`config.mk`:
```
export PLATFORM = sky130hd
export DESIGN_NAME = ksa_flat
export DESIGN_NICKNAME = d
export VERILOG_FILES = /design/src/rtl/arc4_pkg.sv /design/src/rtl/ksa_if.sv /design/src/rtl/arc4_key_byte_sel.sv /design/src/rtl/ksa.sv /design/src/flat_wrapper.sv
export SDC_FILE = /design/constraint.sdc
export NUM_CORES = 1
export LEC_CHECK = 0
export CORE_MARGIN = 2
export CORE_UTILIZATION = 60
export CTS_BUF_LIST = sky130_fd_sc_hd__clkbuf_8
export DETAILED_ROUTE_END_ITERATION = 8
export PLACE_DENSITY = 0.91
export SYNTH_ARGS = -nofsm -noshare
export SYNTH_HDL_FRONTEND = slang
export SYNTH_SLANG_ARGS = --single-unit
```
`constraint.sdc`:
```
create_clock -name clk -period 5.73 [get_ports clk]
set_input_delay 1.146 -clock clk [delete_from_list [all_inputs] [get_ports clk]]
set_output_delay 1.146 -clock clk [all_outputs]
set_load 0.02 [all_outputs]
```
`src/rtl/arc4_pkg.sv`:
```
// Shared ARC4 types and constants used by the ksa and prga stages.
package arc4_pkg;

    localparam int S_DEPTH   = 256;
    localparam int KEY_BYTES = 3;

    typedef logic [7:0] byte_t;

    typedef enum logic [2:0] {
        IDLE = 3'd0,
        INIT = 3'd1,
        RD_I = 3'd2,
        LD_I = 3'd3,
        RD_J = 3'd4,
        LD_J = 3'd5,
        WR_I = 3'd6,
        WR_J = 3'd7
    } ksa_state_t;

    // Key byte index wraps 0-1-2 without a divider.
    function automatic logic [1:0] k_next(input logic [1:0] k);
        return (k == 2'd2) ? 2'd0 : k + 2'd1;
    endfunction

endpackage

```
`src/rtl/ksa_if.sv`:
```
// en/rdy handshake plus single-port S-memory bus between ksa and its environment.
interface ksa_if;
    import arc4_pkg::*;

    logic        en;
    logic        rdy;
    logic [23:0] key;
    byte_t       addr;
    byte_t       rddata;
    byte_t       wrdata;
    logic        wren;

    modport slave  (input  en, key, rddata, output rdy, addr, wrdata, wren);
    modport master (output en, key, rddata, input  rdy, addr, wrdata, wren);

endinterface

```
`src/rtl/arc4_key_byte_sel.sv`:
```
// Selects key byte k from a 24-bit ARC4 key; byte 0 is the most significant.
module arc4_key_byte_sel
    import arc4_pkg::*;
(
    input  logic [23:0] i_key,
    input  logic [1:0]  i_k,
    output byte_t       o_key_byte
);

    // 3:1 byte mux
    always_comb begin
        case (i_k)
            2'd0:    o_key_byte = i_key[23:16];
            2'd1:    o_key_byte = i_key[15:8];
            2'd2:    o_key_byte = i_key[7:0];
            default: o_key_byte = 8'h00;
        endcase
    end

endmodule

```
`src/rtl/ksa.sv`:
```
// ARC4 key-scheduling stage: permutes S in a registered-address RAM using a 24-bit key.
// Build option KSA_SELFINIT_EN adds a 256-cycle identity fill of S before scheduling.
module ksa
    import arc4_pkg::*;
(
    input  logic  clk,
    input  logic  rst,
    ksa_if.slave  bus
);

    ksa_state_t  r_state, w_state_nxt;
    byte_t       r_i, r_j, r_si, r_sj;
    byte_t       w_i_nxt, w_j_nxt, w_si_nxt, w_sj_nxt;
    logic [1:0]  r_k, w_k_nxt;
    logic [23:0] r_key, w_key_nxt;
    byte_t       r_addr, r_wrdata, w_addr_nxt, w_wrdata_nxt;
    logic        r_wren, r_rdy, w_wren_nxt, w_rdy_nxt;
    byte_t       w_key_byte;

    arc4_key_byte_sel u_key_sel (
        .i_key      (r_key),
        .i_k        (r_k),
        .o_key_byte (w_key_byte)
    );

    // State register and datapath registers; outputs are registered versions of the next-state decode
    always_ff @(posedge clk) begin
        if (rst) begin
            r_state  <= IDLE;
            r_i      <= 8'h00;
            r_j      <= 8'h00;
            r_k      <= 2'd0;
            r_si     <= 8'h00;
            r_sj     <= 8'h00;
            r_key    <= 24'h000000;
            r_addr   <= 8'h00;
            r_wrdata <= 8'h00;
            r_wren   <= 1'b0;
            r_rdy    <= 1'b1;
        end else begin
            r_state  <= w_state_nxt;
            r_i      <= w_i_nxt;
            r_j      <= w_j_nxt;
            r_k      <= w_k_nxt;
            r_si     <= w_si_nxt;
            r_sj     <= w_sj_nxt;
            r_key    <= w_key_nxt;
            r_addr   <= w_addr_nxt;
            r_wrdata <= w_wrdata_nxt;
            r_wren   <= w_wren_nxt;
            r_rdy    <= w_rdy_nxt;
        end
    end

    // Next-state and datapath update
    always_comb begin
        w_state_nxt = r_state;
        w_i_nxt     = r_i;
        w_j_nxt     = r_j;
        w_k_nxt     = r_k;
        w_si_nxt    = r_si;
        w_sj_nxt    = r_sj;
        w_key_nxt   = r_key;
        case (r_state)
            IDLE: begin
                if (bus.en) begin
                    w_key_nxt = bus.key;
                    w_i_nxt   = 8'h00;
                    w_j_nxt   = 8'h00;
                    w_k_nxt   = 2'd0;
`ifdef KSA_SELFINIT_EN
                    w_state_nxt = INIT;
`else
                    w_state_nxt = RD_I;
`endif
                end else begin
                    w_state_nxt = IDLE;
                end
            end
            INIT: begin
                // i doubles as the fill counter and wraps back to 0 for scheduling
                w_i_nxt = r_i + 8'h01;
                if (r_i == 8'hFF) begin
                    w_state_nxt = RD_I;
                end else begin
                    w_state_nxt = INIT;
                end
            end
            RD_I: w_state_nxt = LD_I;
            LD_I: begin
                w_si_nxt    = bus.rddata;
                w_j_nxt     = r_j + bus.rddata + w_key_byte;
                w_state_nxt = RD_J;
            end
            RD_J: w_state_nxt = LD_J;
            LD_J: begin
                w_sj_nxt    = bus.rddata;
                w_state_nxt = WR_I;
            end
            WR_I: w_state_nxt = WR_J;
            WR_J: begin
                if (r_i == 8'hFF) begin
                    w_state_nxt = IDLE;
                end else begin
                    w_i_nxt     = r_i + 8'h01;
                    w_k_nxt     = k_next(r_k);
                    w_state_nxt = RD_I;
                end
            end
            default: w_state_nxt = IDLE;
        endcase
    end

    // Bus values to present while in the next state
    always_comb begin
        w_addr_nxt   = 8'h00;
        w_wrdata_nxt = 8'h00;
        w_wren_nxt   = 1'b0;
        w_rdy_nxt    = 1'b0;
        case (w_state_nxt)
            IDLE: w_rdy_nxt = 1'b1;
            INIT: begin
                w_addr_nxt   = w_i_nxt;
                w_wrdata_nxt = w_i_nxt;
                w_wren_nxt   = 1'b1;
            end
            RD_I: w_addr_nxt = w_i_nxt;
            LD_I: w_addr_nxt = w_i_nxt;
            RD_J: w_addr_nxt = w_j_nxt;
            LD_J: w_addr_nxt = w_j_nxt;
            WR_I: begin
                w_addr_nxt   = w_i_nxt;
                w_wrdata_nxt = w_sj_nxt;
                w_wren_nxt   = 1'b1;
            end
            WR_J: begin
                w_addr_nxt   = w_j_nxt;
                w_wrdata_nxt = w_si_nxt;
                w_wren_nxt   = 1'b1;
            end
            default: w_rdy_nxt = 1'b1;
        endcase
    end

    assign bus.rdy    = r_rdy;
    assign bus.addr   = r_addr;
    assign bus.wrdata = r_wrdata;
    assign bus.wren   = r_wren;

endmodule

```
`src/flat_wrapper.sv`:
```
// flat-port wrapper written by rule: the top's interface ports become plain ports
module ksa_flat import arc4_pkg::*;
  (clk, rst, bus_en, bus_key, bus_rddata, bus_rdy, bus_addr, bus_wrdata, bus_wren);
  ksa_if bus_i ();
  input  logic clk;
  input  logic rst;
  input wire logic [$bits(bus_i.en)-1:0] bus_en;
  input wire logic [$bits(bus_i.key)-1:0] bus_key;
  input wire logic [$bits(bus_i.rddata)-1:0] bus_rddata;
  output wire logic [$bits(bus_i.rdy)-1:0] bus_rdy;
  output wire logic [$bits(bus_i.addr)-1:0] bus_addr;
  output wire logic [$bits(bus_i.wrdata)-1:0] bus_wrdata;
  output wire logic [$bits(bus_i.wren)-1:0] bus_wren;
  assign bus_i.en = bus_en;
  assign bus_i.key = bus_key;
  assign bus_i.rddata = bus_rddata;
  assign bus_rdy = bus_i.rdy;
  assign bus_addr = bus_i.addr;
  assign bus_wrdata = bus_i.wrdata;
  assign bus_wren = bus_i.wren;
  ksa u_core (.clk(clk), .rst(rst), .bus(bus_i));
endmodule
```
==> results_dict.tcl <==
set metrics [dict create \
    required_ps 5940 \
    final_util 0.756 \
    syn_area_sq_um 3540 \
    ant_nets 0 \
    drc 0 \
    cp_max_fo 11 \
    ys_async_sr_fraction 0 \
    io_buffers 52 \
    rows 27 \
    area_growth_pct 19.9 \
    slowest_delay_ps 750 \
    grt_antenna_before_repair 0 \
    die_x_um 80.8 \
    report.final.slew_viol_count 0 \
    synth_top_cell_by_area "dfxtp_1" \
    grt_pass1_wl_mm 15.5 \
    period_share 0.625 \
    slew_headroom 0.308 \
    final_cell_mix "nand2_1 (82), dfxtp_1 (71), clkdlybuf4s50_1 (51)" \
    status "complete, no violations" \
    synth_cell_type_count 58 \
    cellPowerDensity_nw_per_um2 313 \
    dr.pass1.iters 6 \
    drt_iter0_drc 417 \
    fmax_mhz 279 \
    die_h_um 80.8 \
    avgSynthCellArea_sq_um 8.42 \
    grt_overflow 0 \
    design.core.area_sq_um 5610 \
    fin_tns_setup_ps 0 \
    synth-seq-cells 71 \
    synth_area_leaders "dfxtp_1 (40%), nand2_1 (8.7%), a21oi_1 (6.4%)" \
    critPathArrivalTime_ps 3790 \
    ys_seq_area_frac 0.402 \
    post_drt_wl_per_cell_um 18.7 \
    track_usage 0.319 \
    nets 504 \
    initial_core_util 0.631 \
    clk_pin_slew_worst_paths_ps 80 \
    synth_cells 420 \
    wirelength_mm 9.95 \
    met2_length_mm 4.89 \
    dieArea_sq_um 6530 \
    ios 53 \
    hold_class "register to register" \
    crit_chain "nor2b_1 > nand2_1 > o21ai_0 > fa_1 > ha_1 > inv_1 > fa_1 > nor2b_1 > o31a_1 > a211oi_1 > a21oi_1 > o22ai_1" \
    synth_nets 470 \
    met1_length_mm 3.80 \
    cts.sinks 71 \
    rsz0062_at_grt "false" \
    synth_top_flop_cell "dfxtp_1" \
    cts_hold_buf 0 \
    num_vias 3345 \
    insertion_delay_ps 350 \
    cts_tree "yes" \
    tightest_slew_ps 1030 \
    start_kind "register" \
    skew_ps 11.6 \
    diodes 0 \
    post_cts_resized 0 \
    leakage_nw 1.50 \
    final_common_cell "nand2_1" \
    synth_top_area_frac 0.402 \
    grt_max_degree 64 \
    drive_above_1_share 0.0588 \
    highest_layer "met4" \
    placed_area_sq_um 4000 \
    finalHoldViolations 0 \
    drv_cap 0 \
    cts_inserted_buffers 9 \
    clockBufferDepth 2 \
    slowest_stage "dfxtp_1" \
    cts.htree.levels 3 \
    design_area_sq_um 4240 \
    via_per_inst 6.30 \
    rr_worst_depth 12 \
    synth-warning-count 0 \
    post_cts_buffers 0 \
    root_buffer "clkbuf_8" \
    place.gp.congestion 0.937 \
    synth_edf_count 0 \
    final.min_clock_period_ps 3580 \
    crit_type "register to register" \
    end_kind "register" \
    wl_met3_um 929 \
    hpwl_mm 6.30 \
    first_global_vias 3148 \
    setup_viol 0 \
    holdPathStages 2 \
    vdd.ir_drop.worst_mv 0.219 \
]
[path summary, 6_finish.rpt]
| check | start | endpoint | slack, ps |
|---|---|---|---|
| hold reg to reg | u_core.r_key[0]$_SDFFE_PP0P_ | u_core.r_key[0]$_SDFFE_PP0P_ | 460 |
| hold / removal | u_core.r_key[0]$_SDFFE_PP0P_ | u_core.r_key[0]$_SDFFE_PP0P_ | 460 |
| setup reg to reg | u_core.r_k[0]$_SDFFE_PP0P_ | u_core.bus.addr[5]$_SDFF_PP0_ | 2150 |
| setup / recovery | u_core.r_k[0]$_SDFFE_PP0P_ | u_core.bus.addr[5]$_SDFF_PP0_ | 2150 |
[metrics by stage]
step	setup WS [ps]	hold WS, ps	power, mW	cells
final	2150	459	1.33	531
after global routing	1960	473	1.37	531
after CTS	2210	458	1.32	531
after detailed placement	2030	448	0.826	515
after global placement	2080	442	0.817	515
after floorplan	2680	436	0.750	420
[cell families (layout without fill, tap and decap cells)]
family,Yosys count,in the layout,synth area share
AOI/OAI and AO/OA,116,116,0.216
xor gates and xnor gates,10,10,0.0248
adders and majority gates,15,15,0.0700
buffers and inverters,39,78,0.0545
DFF,71,71,0.402
muxes,9,9,0.0255
and+or+nand+nor,160,160,0.208
[routing by layer]
metal	track usage	vias up
li1	-	1530
met1	0.397	1576
met2	0.526	197
met3	0.0744	42
met4	0.153	0
met5	0	-
[synth_stat cells (2+ instances only)]
| cell type | count |
|---|---|
| a32oi_1 | 3 |
| o211ai_1 | 3 |
| ha_1 | 7 |
| a21oi_1 | 45 |
| nand3_1 | 11 |
| nand2b_1 | 4 |
| xor2_1 | 3 |
| nor2b_1 | 8 |
| a21o_1 | 2 |
| a211oi_1 | 3 |
| o22ai_1 | 5 |
| o2bb2ai_1 | 3 |
| o21bai_1 | 3 |
| xnor2_1 | 7 |
| nand4_1 | 3 |
| o21a_1 | 2 |
| and3b_1 | 2 |
| a22oi_1 | 12 |
| mux2i_1 | 9 |
| fa_1 | 8 |
| buf_4 | 3 |
| dfxtp_1 | 71 |
| buf_6 | 3 |
| nand2_1 | 82 |
| nor2_1 | 32 |
| and4_1 | 2 |
| nor3_1 | 2 |
| inv_1 | 8 |
| and3_1 | 3 |
| clkbuf_1 | 15 |
| o21ai_0 | 18 |
| and2_1 | 3 |
| buf_2 | 10 |
[state kept, by name (all words and copies together), names as in the netlist]
register           cells
u_core.bus.addr        8
u_core.bus.rdy         1
u_core.bus.wrdata      8
u_core.bus.wren        1
u_core.r_i             8
u_core.r_j             8
u_core.r_k             2
u_core.r_key          24
u_core.r_si            8
u_core.r_state         3
[critical path, delay by kind of cell (launching register included)]
family	cells	cell delay, ps
fa+ha+maj	3	1160
simple gates	3	670
buf+inv	1	70
compound gates	5	780
flops	1	750
[power breakdown]
group	internal (mW)	leakage, nW	switching (mW)
sequential	0.525	0.577	0.0352
combinational	0.106	0.795	0.166
clock	0.300	0.128	0.197
[area by class of cell]
cell class	count	area [sq um]
multi-input cells	310	1920
flip-flops and latches	71	1420
fillers	402	1370
repair buffers	54	531
clock buffers	10	138
clock inverters	6	108
well taps	72	90.1
inverters	8	30.0
(Power assumes the default switching activity.)
==> patch 1: new RTL, same settings <==
Encoding of `ksa_state_t`: now Gray code (3 bits for 8 states).
--- a/src/rtl/arc4_pkg.sv
+++ b/src/rtl/arc4_pkg.sv
@@ -8,12 +8,12 @@
 
     typedef enum logic [2:0] {
-        IDLE = 3'd0,
-        INIT = 3'd1,
-        RD_I = 3'd2,
-        LD_I = 3'd3,
-        RD_J = 3'd4,
-        LD_J = 3'd5,
-        WR_I = 3'd6,
-        WR_J = 3'd7
+        IDLE = 3'b000,
+        INIT = 3'b001,
+        RD_I = 3'b011,
+        LD_I = 3'b010,
+        RD_J = 3'b110,
+        LD_J = 3'b111,
+        WR_I = 3'b101,
+        WR_J = 3'b100
     } ksa_state_t;
 
Formal check against the unedited RTL: same outputs for any inputs over 10 cycles, from zero or initial values and one cycle with rst high; not proved beyond that.
==> patch 1 against the original RTL <==
- setup slack better by 0.087 ns
- power down 8.4%
- sequential power up 1%
- largest power group unchanged
- utilization down 3.5 points
- synthesized area up 0.99%
- routed wire length down 15%
- sequential cell count unchanged
- global-route usage down 3.7 points
- cell area down 0.50%
- non-clock buffer count unchanged
- largest cell class unchanged
- clock skew down 0.0035 ns
- combinational power up 23%
==> patch 1: results (changes against the original RTL) <==
layout filler cell count=455 (+13%); gp weighted congestion=0.8800 (-6.1%); Avg Cell Area, Syn=8.159 µm² (-3.2%); total track usage=28.17% (-3.7 points); drt pass-1 iters=5 (-1); largest net degree at the start of global routing=56 (-13%); dpl ws=1.891 ns (-0.1355 ns); syn_nets=488 (+3.8%); Slowest cell on crit path=fa_1; fraction of layout cells with a size suffix above 1=5.031% (-0.85 points); fin nets=524 (+4.0%); main area contributors after synthesis=dfxtp_1, nand2_1, a21oi_1, nor2_1, mux2i_1; Worst Skew=0.008103 ns (-0.003525 ns); routed via count=3301 (-1.3%); Yosys cell types=59 (+1.7%); Psw=396.7 µW (-0.41%); Inst Count DP=538 (+4.5%); Leak Pwr=0.001539 µW (+2.6%); routing usage on met1=34.66% (-5.0 points); VDD IR max=0.1677 mV (-23%); status=completed; met2 usage in global routing=46.12% (-6.5 points); CP Data Arrival Time=3.70 ns (-0.09 ns); vias in the first global route=2964 (-5.8%); Detailed Route Iter0 Violations=355 (-15%); Cell Count, Final, Fillers Out=552 (+4.0%)
==> patch 1: cell count changes in the layout (fill, tap and decap cells not counted), sizes merged, moves of 4 or more <==
cell,change
nand3,-4
nor3,+4
a22oi,-7
nor2b,-5
nor2,+14
a21oi,+7
mux2i,+8
==> patch 1: cells by family after synthesis <==
kind of cell               Yosys count  synth area share [%]
adders and majority gates           15                 6.933
AOI/OAI and AO/OA                  114                 19.22
and+or+nand+nor                    176                 22.41
DFF                                 71                 39.78
xor gates and xnor gates             8                 1.961
muxes                               19                 5.392
buffers and inverters               35                 4.307
==> patch 1: metrics by stage <==
step / utilization, % / cell area [µm²] / total power [µW]
floorplan: - / 3573 / 809.4
global placement: 69.65 / 4075 / 893.6
detailed placement: 69.65 / 4075 / 906.5
CTS: 72.13 / 4220 / 1219
global route: 72.13 / 4220 / 1290
finish: 72.13 / 4220 / 1219
==> patch 1: path summary, 6_finish.rpt <==
| path | startpoint | end | slack, ns | depth (start not counted) |
|---|---|---|---|---|
| worst max register to register | u_core.r_k[0] | u_core.bus.addr[7] | 2.36 | 12 |
| worst max-delay path | bus_rddata[1] | u_core.bus.addr[7] | 2.24 | 10 |
| worst min-delay path | u_core.r_key[14] | u_core.r_key[14] | 0.46 | 2 |
| worst min register to register | u_core.r_key[14] | u_core.r_key[14] | 0.46 | 2 |
==> patch 1: area by class of cell <==
type / count / share of cell area [%]
Clock buffer: 9 / 2.935
Clock inverter: 5 / 0.5040
Inverter: 6 / 0.5336
Multi-Input combinational cell: 332 / 47.55
Sequential cell: 71 / 33.68
Tap cell: 75 / 2.224
Timing Repair Buffer: 54 / 12.57
==> patch 1: power groups by stage <==
stage | sequential (µW) | clock, µW | combinational (µW)
floorplan | 572 | 0 | 237
global placement | 574 | 0 | 319
detailed placement | 577 | 0 | 330
CTS | 566 | 323 | 331
global route | 570 | 346 | 373
finish | 566 | 319 | 334
==> patch 1: layer usage <==
metal,part of all wire (%),wire length (µm)
met1,41,3440
met2,50,4190
met3,6.8,571
met4,2.5,212
met5,0,0
==> patch 1: worst register-to-register path: cells and delay by family (launching register included) <==
kind	cells	cell delay, ns
muxes	1	0.18
adders and majority gates	3	1.13
buffers and inverters	1	0.07
AOI/OAI and AO/OA	3	0.38
DFF	1	0.69
and+or+nand+nor	4	0.80
==> patch 2: new RTL, config.mk and constraints unchanged <==
Made on the original files. Build with the macro `KSA_SELFINIT_EN` defined.
--- a/src/rtl/ksa.sv
+++ b/src/rtl/ksa.sv
@@ -1,4 +1,6 @@
 // ARC4 key-scheduling stage: permutes S in a registered-address RAM using a 24-bit key.
 // Build option KSA_SELFINIT_EN adds a 256-cycle identity fill of S before scheduling.
+`define KSA_SELFINIT_EN
+
 module ksa
     import arc4_pkg::*;
Check against the original RTL: not equivalent (a bounded check fails within 4 cycles, from zero or initial values and one cycle with rst high).
==> patch 2 against the original RTL <==
- setup slack improved by 0.24 ns
- critical path depth decreased by 2
- cell area increased by 1.1%
- sequential cell count unchanged
- synthesized area increased by 4.1%
- largest power group unchanged
- combinational power decreased by 48%
- power decreased by 21%
- critical endpoint is now u_core.r_j[7]
- count of clock-buffer cells in the layout decreased by 1
- routed wire length decreased by 1.6%
==> patch 2: results (changes against the original RTL) <==
worst relative slew slack=29.40% (-1.4 points); Critical R2R Launch=u_core.r_k[1]; fin nets=527 (+4.6%); Hold Slack=0.4561 ns (-0.002970 ns); first-pass GRT wire length=15.35 mm (-0.94%); critical path fanouts, max=3 (-8); drt pass-1 iters=8 (+2); syn_nets=496 (+5.5%); part of the Yosys area used for sequential elements=38.60% (-1.6 points); Detailed Route Iter0 Violations=315 (-24%); routed via count=3486 (+4.2%); Hold Startpoint=u_core.r_key[12]; Leak Pwr=0.001548 µW (+3.2%); status=completed; Final HPWL DP=6.953 mm (+10%); met3 GRT Util=6.196% (-1.2 points); DP Area=4101 µm² (+2.6%); gp weighted congestion=0.9502 (+1.4%); worst hold endpoint=u_core.r_key[12]; synth warn=0 (unchanged); synth cell count leaders=nand2_1, dfxtp_1, a21oi_1; Total Routed Length=9.789 mm (-1.6%); routing usage on met1=39.38% (-0.27 points); main area contributors after synthesis=dfxtp_1, nand2_1, a21oi_1, fa_1, nor2_1; Worst Skew=0.006399 ns (-0.005229 ns); end of the worst register-to-register path=u_core.r_j[7]; VDD IR max=0.1784 mV (-19%); vias in the first global route=3135 (-0.41%); reg2reg setup slack=2.38 ns (+0.24 ns); largest net degree at the start of global routing=59 (-7.8%); met2 usage in global routing=48.31% (-4.3 points); total track usage=30.39% (-1.5 points); fraction of layout cells with a size suffix above 1=6.029% (+0.15 points)
## patch 2: cell types whose count changed in the layout (fill, tap and decap cells not counted), sizes merged, moves of 3 or more
cell / before / now
a21oi: 45 / 56
nor2: 32 / 42
nand2: 83 / 87
a22oi: 12 / 15
nand3: 12 / 9
## patch 2: layout make-up
type / instances / area, µm²
fillers: 482 / 1633
well taps: 75 / 93.84
multi-input cells: 334 / 2037
repair buffers: 52 / 515.5
clock inverters: 6 / 62.56
inverters: 9 / 33.78
flip-flops and latches: 71 / 1421
clock buffers: 9 / 123.9
## patch 2: routing by layer
| layer | wire (µm) | vias to the layer above | share of wire [%] |
|---|---|---|---|
| li1 | - | 1613 | - |
| met1 | 4058 | 1639 | 41 |
| met2 | 4602 | 202 | 47 |
| met3 | 803 | 32 | 8.2 |
| met4 | 326 | 0 | 3.3 |
| met5 | 0 | - | 0 |
## patch 2: power by group
part / internal (µW) / switching, µW / total (µW)
clock: 198 / 194 / 392
sequential: 507 / 10.6 / 518
combinational: 61.8 / 78.1 / 140
## patch 2: critical path, stage by stage
cell and delay [ns]:
clkdlybuf4s50_1 0.47, fa_1 0.56, ha_1 0.18, inv_1 0.07
fa_1 0.38, nor2b_1 0.19, o31ai_1 0.13, a21oi_1 0.18
xnor2_1 0.17, o31ai_1 0.09
## patch 2: worst max path at each step
stage	from	to	slack [ns]	cells after the start
2_1_floorplan	bus_rddata[1]	u_core.bus.addr[7]	2.69	9
3_3_place_gp	bus_rddata[1]	u_core.bus.addr[7]	2.08	10
3_5_place_dp	bus_rddata[1]	u_core.bus.addr[7]	2.03	10
4_1_cts	bus_rddata[1]	u_core.bus.addr[7]	2.41	10
5_1_grt	u_core.r_k[1]	u_core.bus.addr[7]	2.07	12
6_report	bus_rddata[1]	u_core.r_j[7]	2.38	10
## patch 2: logic make-up (layout without fill, tap and decap cells)
group,after synthesis,after routing,synth area share (%)
AOI/OAI and AO/OA,128,128,22.22
DFF,71,71,38.60
xor gates and xnor gates,9,9,2.141
muxes,11,11,3.024
buffers and inverters,41,76,6.082
and+or+nand+nor,171,171,21.20
adders and majority gates,15,15,6.728
## patch 2: through the flow
stage,setup WS (ns),std cells,utilization [%]
finish,2.385,556,72.42
detailed placement,2.033,541,69.27
floorplan,2.689,446,-
global placement,2.078,541,69.27
global route,2.068,556,72.42
CTS,2.409,556,72.42
